===== src/rtl/div_bus_sequencer.sv =====
// Byte-bus front end for a 16-bit divider: gathers four operand bytes, starts the
// divider, waits for its result under a timeout, then streams four result bytes.
module div_bus_sequencer #(
    parameter int unsigned TIMEOUT_CYC = 64
) (
    input  logic        clk,
    input  logic        rst,
    input  logic        sw_clr,
    input  logic [7:0]  in_data,
    input  logic        in_valid,
    output logic        in_ready,
    output logic [7:0]  out_data,
    output logic        out_valid,
    input  logic        out_ready,
    output logic [15:0] div_A,
    output logic [15:0] div_B,
    output logic        div_start,
    input  logic        div_ready,
    input  logic        div_error,
    input  logic [15:0] div_Q,
    input  logic [15:0] div_R,
    output logic        busy,
    output logic        err_div,
    output logic        err_tmo
);

    localparam int unsigned WW = (TIMEOUT_CYC > 1) ? $clog2(TIMEOUT_CYC) : 1;
    localparam logic [WW-1:0] WAIT_LAST = WW'(TIMEOUT_CYC - 1);

    typedef enum logic [2:0] {
        S_IDLE,
        S_LOAD,
        S_START,
        S_WAIT,
        S_SEND
    } state_e;

    state_e        state_q, state_d;
    logic [1:0]    cnt_q, cnt_d;
    logic [WW-1:0] wait_q, wait_d;
    logic [15:0]   a_q, a_d, b_q, b_d;
    logic [15:0]   q_q, q_d, r_q, r_d;
    logic          err_div_q, err_div_d;
    logic          err_tmo_q, err_tmo_d;

    logic in_fire, out_fire, capture, timeout;

    assign in_fire  = in_valid && in_ready;
    assign out_fire = out_valid && out_ready;
    // The first WAIT cycle (wait_q == 0) never captures, so a stale ready level is ignored.
    assign capture  = (state_q == S_WAIT) && (wait_q != '0) && div_ready;
    assign timeout  = (state_q == S_WAIT) && !capture && (wait_q == WAIT_LAST);

    // NOTE: sequential state uses non-blocking assignments so every flop samples pre-edge values.
    always_ff @(posedge clk or posedge rst) begin
        if (rst) begin
            state_q   <= S_IDLE;
            cnt_q     <= '0;
            wait_q    <= '0;
            a_q       <= '0;
            b_q       <= '0;
            q_q       <= '0;
            r_q       <= '0;
            err_div_q <= 1'b0;
            err_tmo_q <= 1'b0;
        end else begin
            state_q   <= state_d;
            cnt_q     <= cnt_d;
            wait_q    <= wait_d;
            a_q       <= a_d;
            b_q       <= b_d;
            q_q       <= q_d;
            r_q       <= r_d;
            err_div_q <= err_div_d;
            err_tmo_q <= err_tmo_d;
        end
    end

    always_comb begin
        state_d = state_q;
        if (sw_clr) begin
            state_d = S_IDLE;
        end else begin
            unique case (state_q)
                S_IDLE:  if (in_fire) state_d = S_LOAD;
                S_LOAD:  if (in_fire && cnt_q == 2'd3) state_d = S_START;
                S_START: state_d = S_WAIT;
                S_WAIT:  if (capture || timeout) state_d = S_SEND;
                S_SEND:  if (out_fire && cnt_q == 2'd3) state_d = S_IDLE;
                default: state_d = S_IDLE;
            endcase
        end
    end

    // NOTE: every combinational output gets a default first so no path can infer a latch.
    always_comb begin
        cnt_d     = cnt_q;
        wait_d    = wait_q;
        a_d       = a_q;
        b_d       = b_q;
        q_d       = q_q;
        r_d       = r_q;
        err_div_d = err_div_q;
        err_tmo_d = err_tmo_q;
        if (sw_clr) begin
            cnt_d  = '0;
            wait_d = '0;
        end else begin
            unique case (state_q)
                S_IDLE: begin
                    if (in_fire) begin
                        a_d[7:0]  = in_data;
                        cnt_d     = 2'd1;
                        err_div_d = 1'b0;
                        err_tmo_d = 1'b0;
                    end
                end
                S_LOAD: begin
                    if (in_fire) begin
                        unique case (cnt_q)
                            2'd0: a_d[7:0]  = in_data;
                            2'd1: a_d[15:8] = in_data;
                            2'd2: b_d[7:0]  = in_data;
                            2'd3: b_d[15:8] = in_data;
                            default: ;
                        endcase
                        cnt_d = cnt_q + 2'd1;
                    end
                end
                S_START: begin
                    wait_d = '0;
                end
                S_WAIT: begin
                    if (capture) begin
                        q_d       = div_error ? 16'hFFFF : div_Q;
                        r_d       = div_error ? 16'hFFFF : div_R;
                        err_div_d = div_error;
                        cnt_d     = '0;
                        wait_d    = '0;
                    end else if (timeout) begin
                        q_d       = 16'hFFFF;
                        r_d       = 16'hFFFF;
                        err_tmo_d = 1'b1;
                        cnt_d     = '0;
                        wait_d    = '0;
                    end else begin
                        wait_d = wait_q + WW'(1);
                    end
                end
                S_SEND: begin
                    if (out_fire) cnt_d = cnt_q + 2'd1;
                end
                default: ;
            endcase
        end
    end

    always_comb begin
        in_ready  = (state_q == S_IDLE) || (state_q == S_LOAD);
        out_valid = (state_q == S_SEND);
        div_start = (state_q == S_START);
        busy      = (state_q != S_IDLE);
        out_data  = 8'h00;
        if (state_q == S_SEND) begin
            unique case (cnt_q)
                2'd0: out_data = q_q[7:0];
                2'd1: out_data = q_q[15:8];
                2'd2: out_data = r_q[7:0];
                2'd3: out_data = r_q[15:8];
                default: out_data = 8'h00;
            endcase
        end
    end

    assign div_A   = a_q;
    assign div_B   = b_q;
    assign err_div = err_div_q;
    assign err_tmo = err_tmo_q;

endmodule

===== config.mk =====
export PLATFORM = sky130hd
export DESIGN_NAME = div_bus_sequencer
export DESIGN_NICKNAME = d
export VERILOG_FILES = /design/src/rtl/div_bus_sequencer.sv
export SDC_FILE = /design/constraint.sdc
export NUM_CORES = 1
export LEC_CHECK = 0
export ABC_CLOCK_PERIOD_IN_PS = 2510
export CORE_ASPECT_RATIO = 1.75
export CORE_UTILIZATION = 44
export CTS_BUF_LIST = sky130_fd_sc_hd__clkbuf_8
export DETAILED_ROUTE_END_ITERATION = 16
export PLACE_DENSITY = 0.79
export SLEW_MARGIN = 20
export SYNTH_ARGS = -nofsm -noshare
export SYNTH_HDL_FRONTEND = slang
export SYNTH_SLANG_ARGS = --single-unit
export TNS_END_PERCENT = 1

===== constraint.sdc =====
create_clock -name clk -period 2.51 [get_ports clk]
set_input_delay 0.502 -clock clk [delete_from_list [all_inputs] [get_ports clk]]
set_output_delay 0.502 -clock clk [all_outputs]
set_load 0.02 [all_outputs]

* Yosys cells after proc, flatten, opt, wreduce, memory -nomap -nowiden
Index checks and enable logic that the tools add are counted.
** Storage, ports and cells
- Register bits :: 77
** Operators by class
- Add/sub/neg operators :: 2
- Eq/ne operators :: 21
- Mux-type cells :: 34
- Bitwise gates (word level) :: 1
- Reduce and logical (&&, ||, !) cells :: 29
** Operator list (number)
- 16-bit two-way mux :: 5
- 8-bit two-way mux :: 4
- 8-bit one-hot mux with 4 select lines :: 1
- 4-bit AND reduction :: 5
- 6-bit two-way mux :: 3
- 8-bit one-hot mux with 2 select lines :: 1
- 3-bit two-way mux :: 5
- 3-bit one-hot mux with 5 select lines :: 1
- 5-bit AND reduction :: 3
- 2-bit two-way mux :: 6
- 6-bit one-hot mux with 2 select lines :: 1
- 2-bit != test (second input constant) :: 5
- 3-bit by 2-bit != test with 1-bit output (second input constant) :: 3
- 3-bit != test (second input constant) :: 3
- 1-bit logical AND :: 8
- 2-bit one-hot mux with 4 select lines :: 1
- 6-bit by 1-bit adder with 6-bit output (second input constant) :: 1
- 3-bit by 2-bit == test with 1-bit output (second input constant) :: 2
- 6-bit == test (second input constant) :: 1
- 2-bit nonzero test :: 3
- 3-bit nonzero test :: 2
- 6-bit nonzero test :: 1
- 5-bit nonzero test :: 1
- 2-bit == test (second input constant) :: 2
- other kinds (14) :: 19

* Depth between registers and ports, before layout
Gate-level depths: netlist (run 1).
- Word-level depth :: 10
- Gate-level depth with buffers :: 8

* Worst setup path before layout (run 1)
OpenSTA, ideal clock, no wires.
- Path type :: register to output
- Start :: register cnt_q[0]
- End :: output out_data[0]
- Arrival time :: 1.525 ns
- Required time :: 2.008 ns
- Slack :: 0.483 ns
- Cell stages (with the launch flop) :: 7
- Path buffers :: 2
- Cells stage by stage :: dfrtp_1 inv_1 ha_1 buf_1 clkbuf_1 a21oi_1 nor2_1
** On the way
- Cells in the longest elaborated chain, start to end :: 3
** RTL lines
- start, declared :: RTL line 39 : logic [1:0] cnt_q, cnt_d;
- start signal, assigned :: RTL line 68 : cnt_q <= cnt_d;
- 2-bit == test, or another cell as far along :: RTL line 165 : unique case (cnt_q)
- 8-bit one-hot mux with 4 select lines * :: RTL line 165
- 8-bit two-way mux * :: RTL line 164 : if (state_q == S_SEND) begin
- end, declared :: RTL line 12 : output logic [7:0] out_data,
Every way passes the cells marked *; elsewhere a longest branch is shown, timed or not.

* Worst setup path after layout (run 1)
- Start :: register cnt_q[1]
- End :: output out_data[4]
The elaborated chain is that of the path after synthesis.

==> impl_metrics.xml, run 1 <==
<?xml version="1.0" encoding="UTF-8"?>
<metrics>
  <group name="run_status">
    <metric name="outcome" unit="">completed</metric>
  </group>
  <group name="timing">
    <metric name="worstMarginPinSlew" unit="ns">0.630</metric>
    <metric name="report.final.setup_viol" unit="">0</metric>
    <metric name="timing_max_transition_violations_final" unit="">0</metric>
    <metric name="clock_skew" unit="ns">0.00579</metric>
    <metric name="holdWs" unit="ns">0.500</metric>
    <metric name="final.min_clock_period" unit="ns">2.48</metric>
    <metric name="final-hold-violation-count" unit="">0</metric>
    <metric name="period_utilisation_layout" unit="">0.989</metric>
    <metric name="tns" unit="ns">0</metric>
    <metric name="setup_ws" unit="ns">0.0287</metric>
    <metric name="achievable-frequency" unit="MHz">403</metric>
    <metric name="grt_setup_unrepaired" unit="">yes</metric>
    <metric name="relSlewSlack" unit="">0.580</metric>
  </group>
  <group name="synth">
    <metric name="synth_seq_cells" unit="">77</metric>
    <metric name="synthFlopType" unit="">sky130_fd_sc_hd__dfrtp_1</metric>
    <metric name="synthDominantCellAreaShare" unit="">0.505</metric>
    <metric name="dominant_cell_type_by_area_after_synthesis" unit="">sky130_fd_sc_hd__dfrtp_1</metric>
    <metric name="yosys_warnings" unit="">0</metric>
    <metric name="synth.yosys.seq_area_share" unit="">0.505</metric>
    <metric name="synthesized_cell_area" unit="um2">3820</metric>
    <metric name="synth_top_area_cells" unit="">sky130_fd_sc_hd__dfrtp_1, sky130_fd_sc_hd__mux2_2, sky130_fd_sc_hd__mux2i_1, sky130_fd_sc_hd__nor2_1, sky130_fd_sc_hd__inv_1</metric>
    <metric name="async_reset_ff_frac" unit="">1.00</metric>
    <metric name="netlist_instances" unit="">349</metric>
    <metric name="synth_enable_flop_cells" unit="">0</metric>
    <metric name="synthesis.area_per_instance" unit="um2">10.9</metric>
    <metric name="yosys.cell_types.count" unit="">49</metric>
    <metric name="synthesis.nets" unit="">403</metric>
  </group>
  <group name="detailed_routing">
    <metric name="drc" unit="">0</metric>
    <metric name="wl_per_cell" unit="um">15.7</metric>
    <metric name="routed_wirelength" unit="um">8890</metric>
    <metric name="drt-vias-per-instance" unit="">5.06</metric>
    <metric name="postRouteAntennaNets" unit="">0</metric>
    <metric name="route.vias.total" unit="">2871</metric>
    <metric name="firstDrtPassIters" unit="">4</metric>
    <metric name="initial_detailed_routing_violation_count" unit="">227</metric>
  </group>
  <group name="worst_setup_path">
    <metric name="rr_endpoint" unit="">r_q[8]</metric>
    <metric name="critical_path_peak_fanout" unit="">9</metric>
    <metric name="critPathLaunch" unit="">cnt_q[1]</metric>
    <metric name="timing.critical_path.slowest_cell_delay" unit="ns">0.39</metric>
    <metric name="timing.setup.critical_path_class" unit="">reg -&gt; out</metric>
    <metric name="cpMostUsedCell" unit="">sky130_fd_sc_hd__nor2_1</metric>
    <metric name="worst_ep_arrival_time" unit="ns">1.98</metric>
    <metric name="worstRegToRegCells" unit="">7</metric>
    <metric name="path_buf_inv" unit="">2</metric>
    <metric name="crit_path_end_kind" unit="">output port</metric>
    <metric name="critical_path.startpoint_type" unit="">flip-flop</metric>
    <metric name="timing.critical_path.max_delay_family" unit="">compound AO/OA/AOI/OAI gates</metric>
    <metric name="timing.critical_path.required" unit="ns">2.01</metric>
    <metric name="reg2reg_from" unit="">wait_q[0]</metric>
    <metric name="cp_cell_sequence" unit="">inv_1, ha_4, a222oi_1, nor2_1, a21oi_1, nor2_1, clkdlybuf4s15_2</metric>
    <metric name="r2r_setup_slack" unit="ns">0.63</metric>
    <metric name="crit_slowest_cell" unit="">sky130_fd_sc_hd__dfrtp_1</metric>
  </group>
  <group name="place">
    <metric name="placedCellCount" unit="">549</metric>
    <metric name="detailed_place_hpwl" unit="um">6480</metric>
    <metric name="dp_worst_setup_slack" unit="ns">0.0234</metric>
    <metric name="globalplace.congestion" unit="">0.805</metric>
    <metric name="place.port_buffers" unit="">92</metric>
  </group>
  <group name="layout">
    <metric name="insertedDiodeCount" unit="">0</metric>
    <metric name="drive_gt1_frac" unit="">0.190</metric>
    <metric name="fin_cells" unit="">567</metric>
    <metric name="fillerInstances" unit="">719</metric>
    <metric name="final_net_count" unit="">501</metric>
    <metric name="syn_to_final_growth" unit="%">32.7</metric>
  </group>
  <group name="cts">
    <metric name="htree_num_levels" unit="">3</metric>
    <metric name="cts.sink_count" unit="">77</metric>
    <metric name="cts_made_buffers" unit="">9</metric>
    <metric name="hold_buffers" unit="">0</metric>
    <metric name="clock_latency" unit="ns">0.36</metric>
    <metric name="clkTransAtPathRegs" unit="ns">0.08</metric>
    <metric name="clk_root_buffer_cell" unit="">sky130_fd_sc_hd__clkbuf_8</metric>
    <metric name="cts_tree" unit="">built</metric>
    <metric name="clock_tree.buffer_depth" unit="">2</metric>
  </group>
  <group name="pwr">
    <metric name="tot_pwr" unit="mW">2.95</metric>
    <metric name="ir_drop" unit="V">0.000656</metric>
    <metric name="power_leakage" unit="nW">2.29</metric>
    <metric name="p_per_area" unit="nW/um2">584</metric>
  </group>
  <group name="worst_hold_path">
    <metric name="hold_path.class" unit="">reg -&gt; reg</metric>
    <metric name="worst_hold_launch" unit="">err_div</metric>
    <metric name="worst_hold_path_cell_count" unit="">1</metric>
    <metric name="worst_hold_path.endpoint" unit="">err_div</metric>
  </group>
  <group name="grt">
    <metric name="grt.total_usage" unit="">0.218</metric>
    <metric name="antenna_found_initial" unit="">0</metric>
    <metric name="first_global_vias" unit="">3070</metric>
    <metric name="wire_length_of_the_first_global_routing_pass" unit="um">14900</metric>
    <metric name="gr-total-overflow" unit="">0</metric>
    <metric name="largest_net_degree_at_the_start_of_global_routing" unit="">78</metric>
  </group>
  <group name="floorplanning">
    <metric name="die_height" unit="um">125</metric>
    <metric name="die_w" unit="um">72.4</metric>
    <metric name="i_o_pins" unit="">93</metric>
    <metric name="design.die.area" unit="um2">9060</metric>
    <metric name="floorplan.rows" unit="">44</metric>
    <metric name="effective_utilization_at_floorplan" unit="">0.456</metric>
    <metric name="core_area" unit="um2">8370</metric>
  </group>
  <group name="flow_run">
    <metric name="max_cap_viol_count" unit="">0</metric>
  </group>
</metrics>
==> metrics by stage <==
stage | area [um2] | util
6_report | 5060 | 0.605
5_1_grt | 5060 | 0.605
3_5_place_dp | 4850 | 0.580
3_3_place_gp | 4850 | 0.580
2_1_floorplan | 3820 | -
4_1_cts | 5090 | 0.609
==> report_power, final <==
part	switching (mW)	leakage [nW]	total [mW]	internal (mW)
clock	0.464	0.106	0.948	0.484
combinational	0.287	1.32	0.622	0.334
sequential	0.0540	0.870	1.39	1.33
==> kinds of logic after synthesis <==
| family | synth area share |
|---|---|
| AND/OR/NAND/NOR | 0.108 |
| XOR/XNOR | 0.00230 |
| multiplexers | 0.181 |
| adder cells (fa/ha/maj) | 0.0229 |
| buffers and inverters | 0.0833 |
| AO/OA/AOI/OAI | 0.0977 |
| flip-flops | 0.505 |
==> cell usage in the layout (no fill, tap or decap), types with 2 or more instances in the layout <==
master                            Yosys  routed
sky130_fd_sc_hd__nand3b_1             3       3
sky130_fd_sc_hd__clkinv_2             0       3
sky130_fd_sc_hd__clkdlybuf4s50_1      0      84
sky130_fd_sc_hd__a41oi_1              2       2
sky130_fd_sc_hd__nand2_2              3       4
sky130_fd_sc_hd__nor2_1              54      54
sky130_fd_sc_hd__dfrtp_1             77      76
sky130_fd_sc_hd__buf_4                2      11
sky130_fd_sc_hd__clkbuf_8             0      10
sky130_fd_sc_hd__buf_12               3       2
sky130_fd_sc_hd__nand2_1              9       8
sky130_fd_sc_hd__nand3_1              4       4
sky130_fd_sc_hd__a222oi_1             8       8
sky130_fd_sc_hd__clkbuf_2             0       6
sky130_fd_sc_hd__o22ai_1              4       4
sky130_fd_sc_hd__clkinv_4             0       2
sky130_fd_sc_hd__o21ai_0              4       4
sky130_fd_sc_hd__ha_1                 7       4
sky130_fd_sc_hd__a32o_1               2       2
sky130_fd_sc_hd__mux2_2              32      32
sky130_fd_sc_hd__a21oi_1             14      14
sky130_fd_sc_hd__ha_4                 0       2
sky130_fd_sc_hd__mux2i_1             33      33
sky130_fd_sc_hd__a31oi_1              2       2
sky130_fd_sc_hd__inv_1               46      45
sky130_fd_sc_hd__nand2b_1             2       2
==> layout make-up <==
cell class                 count  area, um2  area share
sequential                    77       1930       0.381
multi-input combinational    208       1610       0.318
timing repair buffer         105       1010       0.199
inverter                      46        173      0.0341
tap                          115        144      0.0284
clock buffer                  10        138      0.0272
clock inverter                 6       62.6      0.0124
==> synthesized netlist by cell type, types with 2 or more instances <==
library cell	n
sky130_fd_sc_hd__nand2_2	3
sky130_fd_sc_hd__a21oi_1	14
sky130_fd_sc_hd__buf_6	2
sky130_fd_sc_hd__clkbuf_1	4
sky130_fd_sc_hd__a222oi_1	8
sky130_fd_sc_hd__o21ai_0	4
sky130_fd_sc_hd__nand3_1	4
sky130_fd_sc_hd__nand3b_1	3
sky130_fd_sc_hd__ha_1	7
sky130_fd_sc_hd__buf_1	2
sky130_fd_sc_hd__dfrtp_1	77
sky130_fd_sc_hd__nand2_1	9
sky130_fd_sc_hd__o22ai_1	4
sky130_fd_sc_hd__mux2_2	32
sky130_fd_sc_hd__nor2_1	54
sky130_fd_sc_hd__buf_12	3
sky130_fd_sc_hd__buf_4	2
sky130_fd_sc_hd__a32o_1	2
sky130_fd_sc_hd__buf_2	5
sky130_fd_sc_hd__a31oi_1	2
sky130_fd_sc_hd__nand2b_1	2
sky130_fd_sc_hd__inv_1	46
sky130_fd_sc_hd__mux2i_1	33
sky130_fd_sc_hd__a41oi_1	2
==> what timing repair did <==
item,in CTS,in global routing
resized for setup,22,10
buffers inserted,2,0
setup endpoints to repair,8,9
pin swaps,1,6
==> sequential cells by signal, indices dropped and copies added (netlist names) <==
register,cells
err_div,1
div_A,16
r_q,16
err_tmo,1
div_B,16
cnt_q,2
wait_q,6
q_q,16
state_q,3
==> worst reg2reg max path, stage by stage, from the launching register on <==
cell	delay, ns
sky130_fd_sc_hd__dfrtp_1	0.42
sky130_fd_sc_hd__inv_1	0.06
sky130_fd_sc_hd__ha_1	0.20
sky130_fd_sc_hd__nor4b_4	0.14
sky130_fd_sc_hd__a2111o_1	0.41
sky130_fd_sc_hd__buf_4	0.23
sky130_fd_sc_hd__nor2_1	0.20
sky130_fd_sc_hd__mux2i_1	0.10
==> how the worst max path moves through the flow <==
| stage | to | cells after the start |
|---|---|---|
| final | out_data[4] | 7 |
| after global routing | out_data[4] | 7 |
| after CTS | out_data[2] | 7 |
| after detailed placement | out_data[6] | 7 |
| after global placement | out_data[6] | 7 |
| after floorplan | cnt_q[0] | 1 |
==> routing by layer <==
metal | vias up | GRT usage | wire, um | part of all wire
met1 | 1398 | 0.246 | 3380 | 0.38
met4 | 0 | 0.104 | 233 | 0.026
li1 | 1381 | - | - | -
met2 | 76 | 0.371 | 4810 | 0.54
met5 | - | 0 | 0 | 0
met3 | 16 | 0.0596 | 473 | 0.053
Power figures use the tool's default switching activity.
==> inputs of run 2 (changes only) <==
Settings changed: CORE_ASPECT_RATIO 1.75 to 1.25, CTS_BUF_LIST sky130_fd_sc_hd__clkbuf_8 to not set.
==> run 2 against run 1 <==
Effect of this change: routed wire length increased by 3.5%; clock-buffer cell count is 1 higher; fmax shrank 1.1%; cell count is 3.2% lower; sequential power is essentially flat; utilization is 0.061 points lower; die area fell by 0.14%; cell area is 0.52% lower; via count rose by 3.0%; worst hold slack better by 0.0051 ns; clock skew is 0.0076 ns higher; largest cell class unchanged.
==> impl_metrics.xml, run 2 (same netlist as run 1, synthesis figures left out) <==
<?xml version="1.0" encoding="UTF-8"?>
<metrics>
  <group name="floorplanning">
    <metric name="die_height" unit="um">106</metric>
    <metric name="floorplan.rows" unit="">37</metric>
    <metric name="die_w" unit="um">85.3</metric>
    <metric name="effective_utilization_at_floorplan" unit="">0.458</metric>
    <metric name="core_area" unit="um2">8330</metric>
    <metric name="design.die.area" unit="um2">9050</metric>
    <metric name="i_o_pins" unit="">93</metric>
  </group>
  <group name="layout">
    <metric name="drive_gt1_frac" unit="">0.186</metric>
    <metric name="insertedDiodeCount" unit="">0</metric>
    <metric name="final_core_util" unit="">0.605</metric>
    <metric name="layout.cell_area.non_filler" unit="um2">5040</metric>
    <metric name="syn_to_final_growth" unit="%">32.0</metric>
    <metric name="final_common_cell" unit="">sky130_fd_sc_hd__clkdlybuf4s50_1</metric>
    <metric name="final_net_count" unit="">502</metric>
    <metric name="layout.cells.most_common_list" unit="">sky130_fd_sc_hd__clkdlybuf4s50_1, sky130_fd_sc_hd__dfrtp_1, sky130_fd_sc_hd__nor2_1</metric>
  </group>
  <group name="cts">
    <metric name="clk_root_buffer_cell" unit="">sky130_fd_sc_hd__clkbuf_8</metric>
    <metric name="htree_num_levels" unit="">3</metric>
    <metric name="clock_tree.buffer_depth" unit="">2</metric>
    <metric name="cts_tree" unit="">built</metric>
    <metric name="clkTransAtPathRegs" unit="ns">0.08</metric>
    <metric name="cts.sink_count" unit="">77</metric>
    <metric name="hold_buffers" unit="">0</metric>
    <metric name="clock_latency" unit="ns">0.34</metric>
    <metric name="cts_made_buffers" unit="">9</metric>
  </group>
  <group name="pwr">
    <metric name="p_per_area" unit="nW/um2">598</metric>
    <metric name="pwr-share-comb" unit="">0.206</metric>
    <metric name="power_leakage" unit="nW">2.29</metric>
    <metric name="power.share.sequential" unit="">0.459</metric>
    <metric name="total_switching_power" unit="uW">768</metric>
    <metric name="share_clk_of_total_power" unit="">0.335</metric>
    <metric name="internal_power" unit="mW">2.25</metric>
    <metric name="switching_share" unit="">0.255</metric>
    <metric name="ir_drop" unit="V">0.000416</metric>
  </group>
  <group name="worst_setup_path">
    <metric name="critical_path.startpoint_type" unit="">flip-flop</metric>
    <metric name="critPathLaunch" unit="">cnt_q[0]</metric>
    <metric name="worst_ep_arrival_time" unit="ns">2.01</metric>
    <metric name="timing.setup.critical_path_class" unit="">reg -&gt; out</metric>
    <metric name="reg2reg_from" unit="">state_q[2]</metric>
    <metric name="critical_path_peak_fanout" unit="">9</metric>
    <metric name="timing.critical_path.required" unit="ns">2.01</metric>
    <metric name="crit_path_end_kind" unit="">output port</metric>
  </group>
  <group name="timing">
    <metric name="clock_skew" unit="ns">0.0134</metric>
    <metric name="period_utilisation_layout" unit="">1.00</metric>
    <metric name="achievable-frequency" unit="MHz">399</metric>
    <metric name="report.final.setup_viol" unit="">0</metric>
    <metric name="tns" unit="ns">0</metric>
    <metric name="grt_setup_unrepaired" unit="">yes</metric>
    <metric name="timing_max_transition_violations_final" unit="">0</metric>
    <metric name="worstMarginPinSlew" unit="ns">0.580</metric>
    <metric name="final.min_clock_period" unit="ns">2.51</metric>
    <metric name="relSlewSlack" unit="">0.613</metric>
    <metric name="final-hold-violation-count" unit="">0</metric>
    <metric name="setup_ws" unit="ns">0.00123</metric>
  </group>
  <group name="detailed_routing">
    <metric name="routed_wirelength" unit="um">9210</metric>
    <metric name="firstDrtPassIters" unit="">5</metric>
    <metric name="postRouteAntennaNets" unit="">0</metric>
    <metric name="initial_detailed_routing_violation_count" unit="">305</metric>
    <metric name="wl_per_cell" unit="um">16.8</metric>
    <metric name="route.vias.total" unit="">2958</metric>
    <metric name="drt-vias-per-instance" unit="">5.39</metric>
    <metric name="drc" unit="">0</metric>
  </group>
  <group name="run_status">
    <metric name="outcome" unit="">completed</metric>
  </group>
  <group name="grt">
    <metric name="wire_length_of_the_first_global_routing_pass" unit="um">14700</metric>
    <metric name="first_global_vias" unit="">3032</metric>
    <metric name="largest_net_degree_at_the_start_of_global_routing" unit="">34</metric>
    <metric name="gr-total-overflow" unit="">0</metric>
    <metric name="antenna_found_initial" unit="">0</metric>
    <metric name="grt.total_usage" unit="">0.212</metric>
  </group>
  <group name="place">
    <metric name="place.port_buffers" unit="">92</metric>
    <metric name="dp_worst_setup_slack" unit="ns">0.0411</metric>
    <metric name="globalplace.congestion" unit="">0.875</metric>
    <metric name="placed_area" unit="um2">4830</metric>
    <metric name="detailed_place_hpwl" unit="um">6550</metric>
  </group>
  <group name="flow_run">
    <metric name="max_cap_viol_count" unit="">0</metric>
  </group>
  <group name="worst_hold_path">
    <metric name="worst_hold_launch" unit="">div_B[12]</metric>
    <metric name="hold_path.class" unit="">reg -&gt; reg</metric>
  </group>
</metrics>
[run 2: layout make-up]
cell class	instances	area, um2
clock buffers	11	141
multi-input cells	208	1600
repair buffers	106	1000
fillers	682	3300
well taps	97	121
flip-flops and latches	77	1930
inverters	46	173
clock inverters	4	72.6
[run 2: repair_timing]
item / CTS / global route
buffers inserted: 0 / 1
endpoints found under the setup margin: 8 / 9
pin swaps: 2 / 4
gates resized for setup: 15 / 13
[run 2: routing by layer]
metal,global-route usage,vias up,share of wire
li1,-,1381,-
met1,0.260,1444,0.40
met2,0.357,114,0.50
met3,0.0559,19,0.073
met4,0.0857,0,0.026
met5,0,-,0
[run 2: critical path: stages (launching register included)]
cell	delay, ns
sky130_fd_sc_hd__dfrtp_2	0.43
sky130_fd_sc_hd__inv_1	0.10
sky130_fd_sc_hd__ha_2	0.26
sky130_fd_sc_hd__a222oi_1	0.30
sky130_fd_sc_hd__nor2_1	0.08
sky130_fd_sc_hd__a21oi_1	0.13
sky130_fd_sc_hd__nor2_1	0.05
sky130_fd_sc_hd__dlygate4sd2_1	0.32
[run 2: path summary, 6_finish.rpt]
kind / end / slack (ns) / cells past startpoint
min: div_B[12] / 0.51 / 1
min reg2reg: div_B[12] / 0.51 / 1
max in group asynchronous: cnt_q[0] / 1.62 / 3
max: out_data[6] / 0.001 / 7
max reg2reg: r_q[4] / 0.56 / 6
min in group asynchronous: r_q[13] / 0.54 / 3
[run 2: metrics by stage]
stage | power [mW] | hold slack (ns) | instances
6_report | 3.01 | 0.505 | 549
5_1_grt | 3.13 | 0.522 | 549
4_1_cts | 3.03 | 0.509 | 548
3_5_place_dp | 2.02 | 0.491 | 533
3_3_place_gp | 2.00 | 0.482 | 533
2_1_floorplan | 1.70 | 0.493 | 349
[run 2: power by group through the flow]
stage	Sequential [mW]	Combinational [mW]	Clock [mW]
floorplan	1.51	0.190	0
global placement	1.40	0.606	0
detailed placement	1.41	0.616	0
CTS	1.38	0.622	1.02
global route	1.39	0.664	1.07
finish	1.38	0.622	1.01
==> inputs of run 3 (changes only) <==
Settings changed: CORE_MARGIN set to 4, SKIP_CTS_REPAIR_TIMING set to 1.
==> run 3 against run 2 <==
Effect of this change: combinational power is essentially flat; register-to-register slack lost 0.12 ns; cell count decreased by 0.18%; worst setup slack improved by 0.015 ns; via count shrank 0.61%.
==> impl_metrics.xml, run 3 (same netlist as run 1, synthesis figures left out) <==
<?xml version="1.0" encoding="UTF-8"?>
<metrics>
  <group name="cts">
    <metric name="cts_made_buffers" unit="">9</metric>
    <metric name="clkTransAtPathRegs" unit="ns">0.08</metric>
    <metric name="cts.sink_count" unit="">77</metric>
    <metric name="clock_tree.buffer_depth" unit="">2</metric>
    <metric name="clock_latency" unit="ns">0.36</metric>
    <metric name="htree_num_levels" unit="">3</metric>
    <metric name="clk_root_buffer_cell" unit="">sky130_fd_sc_hd__clkbuf_8</metric>
    <metric name="cts_tree" unit="">built</metric>
  </group>
  <group name="place">
    <metric name="place.port_buffers" unit="">92</metric>
    <metric name="detailed_place_hpwl" unit="um">6620</metric>
    <metric name="globalplace.congestion" unit="">0.873</metric>
  </group>
  <group name="timing">
    <metric name="final-hold-violation-count" unit="">0</metric>
    <metric name="grt_setup_unrepaired" unit="">yes</metric>
    <metric name="period_utilisation_layout" unit="">0.994</metric>
    <metric name="final.min_clock_period" unit="ns">2.49</metric>
    <metric name="achievable-frequency" unit="MHz">401</metric>
    <metric name="clock_skew" unit="ns">0.0128</metric>
    <metric name="report.final.setup_viol" unit="">0</metric>
    <metric name="timing_max_transition_violations_final" unit="">0</metric>
    <metric name="tns" unit="ns">0</metric>
    <metric name="relSlewSlack" unit="">0.641</metric>
    <metric name="worstMarginPinSlew" unit="ns">0.538</metric>
  </group>
  <group name="layout">
    <metric name="final_net_count" unit="">500</metric>
    <metric name="drive_gt1_frac" unit="">0.177</metric>
    <metric name="insertedDiodeCount" unit="">0</metric>
    <metric name="layout.cells.most_common_list" unit="">sky130_fd_sc_hd__clkdlybuf4s50_1, sky130_fd_sc_hd__dfrtp_1, sky130_fd_sc_hd__nor2_1</metric>
    <metric name="fillerInstances" unit="">688</metric>
    <metric name="final_common_cell" unit="">sky130_fd_sc_hd__clkdlybuf4s50_1</metric>
    <metric name="syn_to_final_growth" unit="%">33.1</metric>
  </group>
  <group name="detailed_routing">
    <metric name="route.vias.total" unit="">2940</metric>
    <metric name="routed_wirelength" unit="um">9490</metric>
    <metric name="initial_detailed_routing_violation_count" unit="">328</metric>
    <metric name="drc" unit="">0</metric>
    <metric name="drt-vias-per-instance" unit="">5.36</metric>
    <metric name="firstDrtPassIters" unit="">9</metric>
    <metric name="wl_per_cell" unit="um">17.3</metric>
    <metric name="postRouteAntennaNets" unit="">0</metric>
  </group>
  <group name="worst_setup_path">
    <metric name="rr_endpoint" unit="">cnt_q[1]</metric>
    <metric name="critical_path_peak_fanout" unit="">9</metric>
    <metric name="critical_path.startpoint_type" unit="">flip-flop</metric>
    <metric name="timing.setup.critical_path_class" unit="">reg -&gt; out</metric>
    <metric name="timing.critical_path.max_delay_family" unit="">compound AO/OA/AOI/OAI gates</metric>
    <metric name="worst_ep_arrival_time" unit="ns">1.99</metric>
    <metric name="worstRegToRegCells" unit="">6</metric>
    <metric name="crit_slowest_cell" unit="">sky130_fd_sc_hd__dfrtp_2</metric>
    <metric name="path_buf_inv" unit="">2</metric>
    <metric name="timing.critical_path.required" unit="ns">2.01</metric>
    <metric name="timing.critical_path.slowest_cell_delay" unit="ns">0.46</metric>
    <metric name="cpMostUsedCell" unit="">sky130_fd_sc_hd__nor2_1</metric>
    <metric name="reg2reg_from" unit="">state_q[2]</metric>
    <metric name="r2r_setup_slack" unit="ns">0.44</metric>
    <metric name="crit_path_end_kind" unit="">output port</metric>
    <metric name="cp_cell_sequence" unit="">inv_2, ha_4, a222oi_1, nor2_1, a21oi_1, nor2_1, dlymetal6s2s_1</metric>
  </group>
  <group name="pwr">
    <metric name="power_leakage" unit="nW">2.39</metric>
    <metric name="p_per_area" unit="nW/um2">583</metric>
    <metric name="tot_pwr" unit="mW">2.96</metric>
    <metric name="ir_drop" unit="V">0.000418</metric>
  </group>
  <group name="flow_run">
    <metric name="max_cap_viol_count" unit="">0</metric>
  </group>
  <group name="grt">
    <metric name="largest_net_degree_at_the_start_of_global_routing" unit="">78</metric>
    <metric name="first_global_vias" unit="">2971</metric>
    <metric name="grt.total_usage" unit="">0.185</metric>
    <metric name="wire_length_of_the_first_global_routing_pass" unit="um">15100</metric>
    <metric name="gr-total-overflow" unit="">0</metric>
    <metric name="antenna_found_initial" unit="">0</metric>
  </group>
  <group name="floorplanning">
    <metric name="design.die.area" unit="um2">10200</metric>
    <metric name="i_o_pins" unit="">93</metric>
    <metric name="effective_utilization_at_floorplan" unit="">0.458</metric>
    <metric name="die_w" unit="um">91.3</metric>
    <metric name="core_area" unit="um2">8330</metric>
    <metric name="die_height" unit="um">112</metric>
    <metric name="floorplan.rows" unit="">37</metric>
  </group>
  <group name="worst_hold_path">
    <metric name="worst_hold_path_cell_count" unit="">1</metric>
    <metric name="hold_path.class" unit="">reg -&gt; reg</metric>
    <metric name="worst_hold_path.endpoint" unit="">err_div</metric>
    <metric name="worst_hold_launch" unit="">err_div</metric>
  </group>
  <group name="run_status">
    <metric name="outcome" unit="">completed</metric>
  </group>
</metrics>
-- run 3: worst reg2reg max path, cell delays in order (launching register included) --
cell	delay, ns
sky130_fd_sc_hd__dfrtp_1	0.47
sky130_fd_sc_hd__buf_4	0.21
sky130_fd_sc_hd__nor4bb_1	0.43
sky130_fd_sc_hd__buf_4	0.23
sky130_fd_sc_hd__o21ai_0	0.09
sky130_fd_sc_hd__o22ai_1	0.28
sky130_fd_sc_hd__mux2i_1	0.27
-- run 3: per-stage QoR --
stage | hold slack [ns] | std cells | area [um2] | utilization | setup WS, ns
global route | 0.527 | 548 | 5080 | 0.610 | -0.0691
detailed placement | 0.493 | 531 | 4830 | 0.579 | -0.0468
CTS | 0.514 | 547 | 5030 | 0.603 | -0.435
finish | 0.506 | 548 | 5080 | 0.610 | 0.0162
floorplan | 0.493 | 349 | 3820 | - | 0.0413
global placement | 0.486 | 531 | 4830 | 0.579 | 0.0563
-- run 3: power breakdown --
| group | switching [mW] | internal (mW) | total, mW |
|---|---|---|---|
| logic | 0.292 | 0.333 | 0.625 |
| registers | 0.0526 | 1.33 | 1.38 |
| clock network | 0.483 | 0.468 | 0.951 |
-- run 3: worst max-delay path by stage --
stage                   from          end  slack [ns]  cells past startpoint
floorplan                rst     cnt_q[0]        0.04                      1
global placement    cnt_q[0]  out_data[6]        0.06                      7
detailed placement  cnt_q[0]  out_data[3]       -0.05                      7
CTS                 cnt_q[0]  out_data[3]       -0.43                      7
global route        cnt_q[0]  out_data[5]       -0.07                      7
finish              cnt_q[0]  out_data[5]        0.02                      7
-- run 3: area by class of cell --
type                            count  area (um2)  area share
Sequential cell                    77        1930       0.380
Multi-Input combinational cell    208        1610       0.317
Timing Repair Buffer              104        1050       0.206
Inverter                           46         173      0.0340
Clock buffer                       10         128      0.0251
Tap cell                           97         121      0.0239
Clock inverter                      6        71.3      0.0140
-- run 3: metal layers --
layer	wire, um	up-vias	track usage
li1	-	1380	-
met1	3930	1449	0.233
met2	4780	99	0.299
met3	614	12	0.0610
met4	165	0	0.0614
met5	0	-	0
